$ cat config.mk
export PLATFORM = sky130hd
export DESIGN_NAME = instr_fetch_unit
export DESIGN_NICKNAME = d
export VERILOG_FILES = /design/src/rtl/instr_fetch_unit.sv
export SDC_FILE = /design/constraint.sdc
export NUM_CORES = 1
export LEC_CHECK = 0
export CAP_MARGIN = 20
export CORE_MARGIN = 1.5
export CORE_UTILIZATION = 59
export CTS_CLUSTER_SIZE = 10
export DETAILED_ROUTE_END_ITERATION = 7
export PLACE_DENSITY = 0.87
export SETUP_SLACK_MARGIN = 0.5
export SLEW_MARGIN = 40
export SYNTH_ARGS = -nofsm -noshare
export SYNTH_HDL_FRONTEND = slang
export SYNTH_SLANG_ARGS = --single-unit
$ cat constraint.sdc
create_clock -name clk -period 11.1 [get_ports clk]
set_input_delay 2.775 -clock clk [delete_from_list [all_inputs] [get_ports clk]]
set_output_delay 2.775 -clock clk [all_outputs]
set_load 0.02 [all_outputs]
$ cat src/rtl/instr_fetch_unit.sv
// Instruction fetch: PC, imem request FSM and instruction buffer FIFO with jump/branch redirect.
// Optional FETCH_PERF_EN adds perf_fetched/perf_flushed counters.
module instr_fetch_unit #(
  parameter logic [31:0] RESET_PC   = 32'h0000_0000,
  parameter int unsigned FIFO_DEPTH = 2
) (
  input  logic        clk,
  input  logic        reset,
  output logic        imem_req,
  output logic [31:0] imem_addr,
  input  logic        imem_ack,
  input  logic [31:0] imem_rdata,
  output logic        instr_valid,
  output logic [31:0] instruction,
  output logic [31:0] instr_pc,
  input  logic        instr_ready,
  input  logic        jump,
  input  logic        branch_taken,
  input  logic [25:0] jump_index,
  input  logic [15:0] branch_imm
`ifdef FETCH_PERF_EN
  ,
  output logic [31:0] perf_fetched,
  output logic [31:0] perf_flushed
`endif
);

  localparam int unsigned PtrW = (FIFO_DEPTH > 1) ? $clog2(FIFO_DEPTH) : 1;
  localparam int unsigned CntW = $clog2(FIFO_DEPTH) + 1;

  localparam logic [0:0] FETCH = 1'b0;
  localparam logic [0:0] FULL  = 1'b1;

  logic [0:0]      stateQ, stateD;
  logic [31:0]     pcQ, pcD;
  logic            discardQ, discardD;
  logic [31:0]     discardAddrQ, discardAddrD;
  logic            runQ;
  logic [PtrW-1:0] wrPtrQ, wrPtrD, rdPtrQ, rdPtrD;
  logic [CntW-1:0] countQ, countD;
  logic [31:0]     instrMem [FIFO_DEPTH];
  logic [31:0]     pcMem    [FIFO_DEPTH];

  logic        handshake, redirect, accept, push;
  logic [31:0] pcPlus4, jumpTarget, branchTarget;

  // runQ delays the first request to the cycle after reset release.
  assign imem_req    = runQ & (stateQ == FETCH);
  assign imem_addr   = discardQ ? discardAddrQ : pcQ;
  assign instr_valid = (countQ != '0);
  assign instruction = instr_valid ? instrMem[rdPtrQ] : '0;
  assign instr_pc    = instr_valid ? pcMem[rdPtrQ] : '0;

  always_comb begin
    handshake    = instr_valid & instr_ready;
    redirect     = handshake & (jump | branch_taken);
    accept       = imem_req & imem_ack;
    push         = accept & ~discardQ & ~redirect;
    pcPlus4      = instr_pc + 32'd4;
    jumpTarget   = {pcPlus4[31:28], jump_index, 2'b00};
    branchTarget = pcPlus4 + {{14{branch_imm[15]}}, branch_imm, 2'b00};
  end

  always_comb begin
    pcD          = pcQ;
    discardD     = discardQ;
    discardAddrD = discardAddrQ;
    countD       = countQ;
    wrPtrD       = wrPtrQ;
    rdPtrD       = rdPtrQ;
    if (redirect) begin
      pcD    = jump ? jumpTarget : branchTarget;
      countD = '0;
      wrPtrD = '0;
      rdPtrD = '0;
      // An outstanding request must still complete; its word is thrown away.
      if (imem_req && !imem_ack) begin
        discardD     = 1'b1;
        discardAddrD = imem_addr;
      end
    end else begin
      countD = countQ + CntW'(push) - CntW'(handshake);
      if (push) begin
        pcD    = pcQ + 32'd4;
        wrPtrD = wrPtrQ + PtrW'(1);
      end
      if (handshake) begin
        rdPtrD = rdPtrQ + PtrW'(1);
      end
      if (accept && discardQ) begin
        discardD = 1'b0;
      end
    end
    stateD = (countD == CntW'(FIFO_DEPTH)) ? FULL : FETCH;
  end

  always_ff @(posedge clk or posedge reset) begin
    if (reset) begin
      stateQ       <= FETCH;
      pcQ          <= RESET_PC;
      discardQ     <= 1'b0;
      discardAddrQ <= RESET_PC;
      runQ         <= 1'b0;
      wrPtrQ       <= '0;
      rdPtrQ       <= '0;
      countQ       <= '0;
    end else begin
      stateQ       <= stateD;
      pcQ          <= pcD;
      discardQ     <= discardD;
      discardAddrQ <= discardAddrD;
      runQ         <= 1'b1;
      wrPtrQ       <= wrPtrD;
      rdPtrQ       <= rdPtrD;
      countQ       <= countD;
    end
  end

  always_ff @(posedge clk) begin
    if (push) begin
      instrMem[wrPtrQ] <= imem_rdata;
      pcMem[wrPtrQ]    <= pcQ;
    end
  end

`ifdef FETCH_PERF_EN
  logic [31:0] fetchedQ, flushedQ, flushInc;

  // Flushed entries exclude the redirecting instruction itself, which was consumed.
  always_comb begin
    flushInc = redirect ? (32'(countQ) - 32'd1) : 32'd0;
    if (accept && (redirect || discardQ)) begin
      flushInc = flushInc + 32'd1;
    end
  end

  always_ff @(posedge clk or posedge reset) begin
    if (reset) begin
      fetchedQ <= '0;
      flushedQ <= '0;
    end else begin
      fetchedQ <= fetchedQ + 32'(push);
      flushedQ <= flushedQ + flushInc;
    end
  end

  assign perf_fetched = fetchedQ;
  assign perf_flushed = flushedQ;
`endif

endmodule
==> results by group, run 1 <==
GRT
  – Initial antenna violation count: 0
  – First-pass GRT wire length: 46100 um
  – Grt ovf: 0
  – GRT Overall Usage: 30.7%
  – Vias in the first global route: 8223
  – Largest net degree at the start of global routing: 72

Worst setup path
  – CP cell instances: buf_4 -> mux2i_1 -> nor2_1 -> clkdlybuf4s50_1
  – Worst setup EP type: output port
  – Req. time, crit path: 8.33 ns
  – CP arrival: 3.26 ns
  – CP Launch Type: flop
  – Critical Path Max Stage Delay: 0.82 ns
  – Critical Path Fanout Max: 52
  – Worst Setup Path Type: flop to output port
  – Slowest cell on crit path: dfrtp_4

Routing
  – WL per Instance: 21.4 um
  – Router iterations before antenna repair: 5
  – DRC Markers: 0
  – Final WL: 29500 um
  – Vias: 8563
  – DR WL met3: 2690 um
  – Top sig layer: met4
  – Starting DRT DRC Count: 716
  – DR vias/cell: 6.23
  – Met1 WL: 12500 um
  – Routed Antenna Nets: 0
  – DR WL met2: 13700 um

Synthesis
  – Syn Inst Count: 967
  – Synth Net Count: 1084
  – Async set-reset flop share out of synthesis: 35.7%
  – Mapped cell area: 0.0111 mm2
  – Seq cells post-synth: 199
  – Post-synth cell types: 78
  – Most used DFF post-synth: edfxtp_1
  – Synth top area share: 34.6%
  – Register area share after synthesis: 50.6%
  – Synth warnings: 0
  – Post-synth EDFFs: 128
  – Largest area contributor in the netlist: edfxtp_1
  – Synth area leaders: edfxtp_1, dfrtp_1, mux2_2, mux2i_1, ha_1
  – Avg Cell Area, Syn: 11.5 um2

Layout
  – N_diodes: 0
  – FILL cells: 1165
  – Layout cell share with drive strength beyond 1: 12.6%
  – Synth-to-Final Area Change: 23.0%
  – Final #Nets: 1250

STA
  – Maximum clock frequency: 166 MHz
  – Setup Total Neg Slack: 0 ns
  – Slew headroom: 47.1%
  – Setup Skew: 0.0118 ns
  – Final Max Slew Viols: 0
  – Worst slew pin tran: 0.794 ns
  – PnR worst setup slack: 5.06 ns
  – Final min period: 6.04 ns
  – Final setup fails: 0
  – RSZ-0062 raised after global routing: no
  – Tcrit/Tclk final: 54.4%
  – Fin. Hold Viols: 0

Power
  – Int Power: 2.23 mW
  – Power density over cell area: 287 mW/mm2
  – Switching share of total power: 43.1%
  – Clock power frac: 15.6%
  – Combinational Power Share: 53.9%
  – Power share of the sequential group: 30.6%
  – Switching pwr: 1.69 mW
  – Lkg Pwr: 5.27 nW
  – VDD IR max: 0.221 mV

Place
  – Routability-driven placement congestion ratio: 0.914
  – I/O Buffers: 177
  – Dpl hpwl: 20600 um
  – DP Worst Slack: 4.85 ns

Floorplan
  – Row cnt: 49
  – Starting Density: 61.0%
  – Die Wd: 140 um
  – Die span in y: 140 um
  – IO Count: 178
  – Core footprint: 0.0182 mm2
  – Full die area: 0.0196 mm2

Clock tree
  – CTS Hold Buffers Added: 0
  – Worst-Skew Late Latency: 0.43 ns
  – Clock root cell: clkbuf_16
  – Clock Sinks: 199
  – CTS tree: done
  – H-tree depth: 4
  – Clock Tree Buf Depth: 2
  – Post-CTS sizing: 0
  – CTS buffer count: 17
  – Postcts setup bufs: 0
  – Clock transition at path regs: 0.07 ns

Min path
  – HP Class: flop to flop

Run status
  – Status: complete, no violations

Flow run
  – Max Cap Violations: 0
[Yosys cell counts (6+ instances only)]
cell type	count
xor2_1	46
ha_1	36
nor3_1	14
mux2i_1	65
nor4_1	6
dfrtp_1	71
mux2_2	67
a211oi_1	12
a21o_1	14
xnor2_1	29
nand4_1	18
clkbuf_1	15
and3_1	10
a21oi_1	46
edfxtp_1	128
inv_1	18
buf_2	16
o21ai_0	25
nand2b_1	7
nor2_1	106
a211o_1	6
nand2_1	69
nand3_1	25
a31oi_1	7
[critical path, delay by kind of cell (launching register included)]
family	cells	cell delay (ns)
buf+inv	2	1.38
flops	1	0.82
mux	1	0.18
simple gates	1	0.42
[registers in the layout, indices dropped and copies added (netlist names)]
signal and flops:
rdPtrQ 1, pcMem 64, countQ 2, stateQ 1, runQ 1, pcQ 32
wrPtrQ 1, instrMem 64, discardAddrQ 32, discardQ 1
[cells in the final DEF, fill, tap and decap left out, types with 5 or more instances in the layout]
cell	n
and3_1	9
mux2i_1	65
o21bai_1	5
inv_1	17
nand3b_1	5
and3_2	5
nor2_1	104
ha_1	36
nand4_1	18
xor2_1	46
buf_4	9
o211a_1	5
nand2b_1	7
o21ai_0	24
edfxtp_1	128
nand3_1	25
xnor2_1	29
clkbuf_16	17
a31oi_1	7
a211o_1	6
a211oi_1	12
o21ai_1	5
nor3_1	13
nand2_1	69
a21oi_1	46
nor4_1	6
a21o_1	14
dfrtp_1	70
clkdlybuf4s50_1	175
mux2_2	67
[worst paths after layout]
kind | startpoint | endpoint | slack, ns | depth (start not counted)
hold reg to reg | pcQ[0]$_DFFE_PP0P_ | pcMem[1][0]$_DFFE_PP_ | 0.49 | 0
hold / removal | pcQ[0]$_DFFE_PP0P_ | pcMem[1][0]$_DFFE_PP_ | 0.49 | 0
setup / recovery | rdPtrQ$_DFFE_PP0P_ | instr_pc[22] | 5.06 | 4
setup reg to reg | rdPtrQ$_DFFE_PP0P_ | pcQ[30]$_DFFE_PP0P_ | 5.25 | 19
max in group asynchronous | reset | rdPtrQ$_DFFE_PP0P_ | 7.72 | 3
min in group asynchronous | reset | discardAddrQ[7]$_DFFE_PP0P_ | 2.82 | 3
[cell type report]
class	count	area (um2)	share of cell area (%)
Sequential cell	199	5620	41.2
Multi-Input combinational cell	708	5230	38.3
Timing Repair Buffer	188	1850	13.6
Clock buffer	17	425	3.12
Tap cell	229	287	2.10
Clock inverter	15	166	1.22
Inverter	19	71.3	0.522
[metrics by stage]
step | hold slack, ns | power, mW | util (%) | cells | cell area (um2)
floorplan | 0.460 | 2.48 | - | 967 | 11100
global placement | 0.479 | 3.22 | 71.7 | 1343 | 13100
detailed placement | 0.488 | 3.26 | 71.8 | 1343 | 13100
CTS | 0.494 | 3.90 | 75.0 | 1375 | 13700
global route | 0.505 | 4.12 | 75.0 | 1375 | 13700
finish | 0.495 | 3.91 | 75.0 | 1375 | 13700
[metal layers]
layer,track usage [%],up-vias
li1,-,3901
met4,9.75,0
met3,6.05,40
met5,0,-
met1,43.7,4175
met2,47.7,447
[power groups by stage]
stage	Sequential (mW)	Clock, mW	Combinational [mW]
6_report	1.20	0.609	2.11
3_3_place_gp	1.18	0	2.03
2_1_floorplan	1.10	0	1.39
4_1_cts	1.19	0.614	2.10
5_1_grt	1.21	0.638	2.26
3_5_place_dp	1.20	0	2.06
[kinds of logic after synthesis]
group                    share of synthesized area (%)
AND/OR/NAND/NOR                                   13.7
flip-flops                                        50.6
AO/OA/AOI/OAI                                     10.2
multiplexers                                      12.7
XOR/XNOR                                          6.06
buffers and inverters                             2.56
adder cells (fa/ha/maj)                           4.24
other                                           0.0338
Note: power is estimated with default switching activity, not from simulation.
==> run 2: changes to the inputs <==
Settings changed: CORE_UTILIZATION 59 to 55, PLACE_DENSITY 0.87 to 0.82.
Clock period 11.1 ns to 6.2 ns, I/O delays scaled along.
==> run 2 against run 1 <==
Effect of this change: clock power up 81%; sequential cell count unchanged; wire length down 2.2%; combinational power up 78%; via count down 1.1%; total power up 78%; die area up 7.1%; non-clock buffer count up 2; sequential power up 76%.
==> results by group, run 2 (synthesized netlist as in run 1, its figures left out) <==
Clock tree
  – H-tree depth: 4 (unchanged)
  – Clock transition at path regs: 0.08 ns (about the same)
  – CTS Hold Buffers Added: 0 (unchanged)
  – Clock Sinks: 199 (unchanged)
  – Clock Tree Buf Depth: 2 (unchanged)
  – CTS buffer count: 17 (unchanged)
  – Clock root cell: clkbuf_16
  – Post-CTS sizing: 0 (unchanged)
  – Postcts setup bufs: 0 (unchanged)
  – Worst-Skew Late Latency: 0.44 ns (about the same)
  – CTS tree: done

Place
  – I/O Buffers: 177 (unchanged)
  – Dpl hpwl: 21100 um (+2.8%)
  – Routability-driven placement congestion ratio: 0.928 (+1.6%)
  – Placed cell area: 0.0131 mm2 (+0.61%)

Worst setup path
  – Critical Path Fanout Max: 35 (-33%)
  – Critical Path Max Stage Delay: 0.77 ns (-0.05 ns)
  – Delay-heaviest family, CP: compound AO/OA/AOI/OAI gates
  – FF-to-FF setup slack: 1.23 ns (-4.02 ns)
  – Req. time, crit path: 6.51 ns (-1.82 ns)
  – Worst Setup Path Type: flop to flop
  – CP cell instances: mux2_2 -> nand2_1 -> inv_1 -> ha_1 -> inv_1 -> a2111o_1 -> nor3b_4 -> and3_2 -> xor2_1 -> ha_1 -> o21ai_1 -> a21oi_1 -> o2111ai_1 -> a2111oi_2 -> nor3_1 -> a211oi_1 -> mux2i_1 -> a32oi_1
  – Worst path depth: 18 (+14)
  – Worst setup EP type: flop
  – FF-to-FF path depth: 18 (-1)
  – Slowest cell on crit path: dfrtp_4
  – Worst path buffer plus inverter count: 2 (unchanged)
  – CP arrival: 5.28 ns (+2.02 ns)
  – CP Launch Type: flop

Power
  – Power density over cell area: 507 mW/mm2 (+77%)
  – Final Power: 6.97 mW (+78%)
  – Lkg Pwr: 5.29 nW (+0.43%)
  – VDD IR max: 0.353 mV (+60%)

Layout
  – Final #Nets: 1252 (+0.16%)
  – FILL cells: 1441 (+24%)
  – Fin area: 0.0137 mm2 (+0.60%)
  – Leading registers by flop count: instrMem: 64 flops, pcMem: 64 flops
  – Most common cell after layout, fill and taps aside: clkdlybuf4s50_1
  – Most frequent cells in the layout: clkdlybuf4s50_1, edfxtp_1, nor2_1, dfrtp_1, nand2_1
  – Final core utilization: 69.9% (-5.1 points)
  – N_diodes: 0 (unchanged)
  – Layout cell share with drive strength beyond 1: 12.7% (+0.15 points)
  – Synth-to-Final Area Change: 23.7%

Floorplan
  – Die Wd: 145 um (+3.5%)
  – Core footprint: 0.0197 mm2 (+7.9%)
  – Die span in y: 145 um (+3.5%)
  – Row cnt: 51 (+4.1%)
  – Full die area: 0.0210 mm2 (+7.1%)
  – Starting Density: 56.5% (-4.5 points)
  – IO Count: 178 (unchanged)

Routing
  – Vias: 8465 (-1.1%)
  – Router iterations before antenna repair: 7 (+2)
  – Routed Antenna Nets: 0 (unchanged)
  – DR vias/cell: 5.99 (-3.8%)
  – Final WL: 28800 um (-2.2%)
  – Starting DRT DRC Count: 805 (+12%)
  – WL per Instance: 20.4 um (-4.9%)
  – DRC Markers: 0 (unchanged)

STA
  – Final min period: 4.97 ns
  – RSZ-0062 raised after global routing: no
  – Setup Skew: 0.0110 ns (-0.000796 ns)
  – Setup Total Neg Slack: 0 ns (unchanged)
  – Hold_ws: 0.506 ns (+0.0109 ns)
  – Tcrit/Tclk final: 80.2%
  – Slew headroom: 48.6% (+1.5 points)
  – Maximum clock frequency: 201 MHz
  – Fin. Hold Viols: 0 (unchanged)
  – Worst slew pin tran: 0.771 ns (-0.0230 ns)
  – Final Max Slew Viols: 0 (unchanged)
  – Final setup fails: 0 (unchanged)

GRT
  – Vias in the first global route: 8127 (-1.2%)
  – First-pass GRT wire length: 44900 um (-2.6%)
  – Largest net degree at the start of global routing: 58 (-19%)
  – Initial antenna violation count: 0 (unchanged)
  – Grt ovf: 0 (unchanged)
  – GRT Overall Usage: 27.6% (-3.0 points)

Min path
  – HP Class: flop to flop
  – Hold depth: 1 (+1)

Flow run
  – Max Cap Violations: 0 (unchanged)

Run status
  – Status: complete, no violations
-- run 2: cell count changes in the layout (fill, tap and decap cells not counted), moves of 2 or more --
cell | before | now
clkinv_8 | 2 | 4
buf_6 | 2 | 0
buf_12 | 0 | 2
clkinv_2 | 2 | 0
inv_6 | 2 | 5
buf_4 | 9 | 11
clkinvlp_4 | 3 | 0
-- run 2: metal layers --
metal  routed length (um)  share of wire (%)  track usage, %  vias to the layer above
li1                     -                  -               -                     3930
met4                  745                2.6            9.85                        0
met5                    0                  0               0                        -
met2                12900                 45            41.5                      411
met1                12600                 44            40.0                     4072
met3                 2600                9.0            5.47                       52
-- run 2: layout make-up --
cell class	instances	area [um2]	share of cell area, %
Clock buffer	17	425	3.10
Inverter	19	71.3	0.519
Sequential cell	199	5620	40.9
Multi-Input combinational cell	708	5230	38.1
Clock inverter	15	169	1.23
Timing Repair Buffer	190	1880	13.7
Tap cell	265	332	2.41
-- run 2: path summary, 6_finish.rpt --
path,end,start
max,pcQ[30]$_DFFE_PP0P_,rdPtrQ$_DFFE_PP0P_
min,discardAddrQ[18]$_DFFE_PP0P_,discardAddrQ[18]$_DFFE_PP0P_
max reg2reg,pcQ[30]$_DFFE_PP0P_,rdPtrQ$_DFFE_PP0P_
min reg2reg,discardAddrQ[18]$_DFFE_PP0P_,discardAddrQ[18]$_DFFE_PP0P_
max in group asynchronous,rdPtrQ$_DFFE_PP0P_,reset
min in group asynchronous,discardAddrQ[5]$_DFFE_PP0P_,reset
-- run 2: per-stage QoR --
stage	instances	setup slack (ns)
after floorplan	967	0.571
after detailed placement	1381	1.19
after global routing	1413	0.882
after global placement	1381	1.31
final	1413	1.23
after CTS	1413	1.28
-- run 2: power breakdown --
part / total, mW / internal [mW] / switching (mW)
sequential: 2.11 / 1.76 / 0.344
combinational: 3.76 / 1.65 / 2.11
clock: 1.10 / 0.546 / 0.552
total: 6.97 / 3.96 / 3.01
-- run 2: worst register-to-register path, cell delays in order (launching register included) --
cell	delay, ns
dfrtp_4	0.77
mux2_2	0.29
nand2_1	0.08
inv_1	0.11
ha_1	0.17
inv_1	0.06
a2111o_1	0.45
nor3b_4	0.32
and3_2	0.25
xor2_1	0.06
ha_1	0.40
o21ai_1	0.11
a21oi_1	0.25
o2111ai_1	0.23
a2111oi_2	0.51
nor3_1	0.12
a211oi_1	0.32
mux2i_1	0.23
a32oi_1	0.11
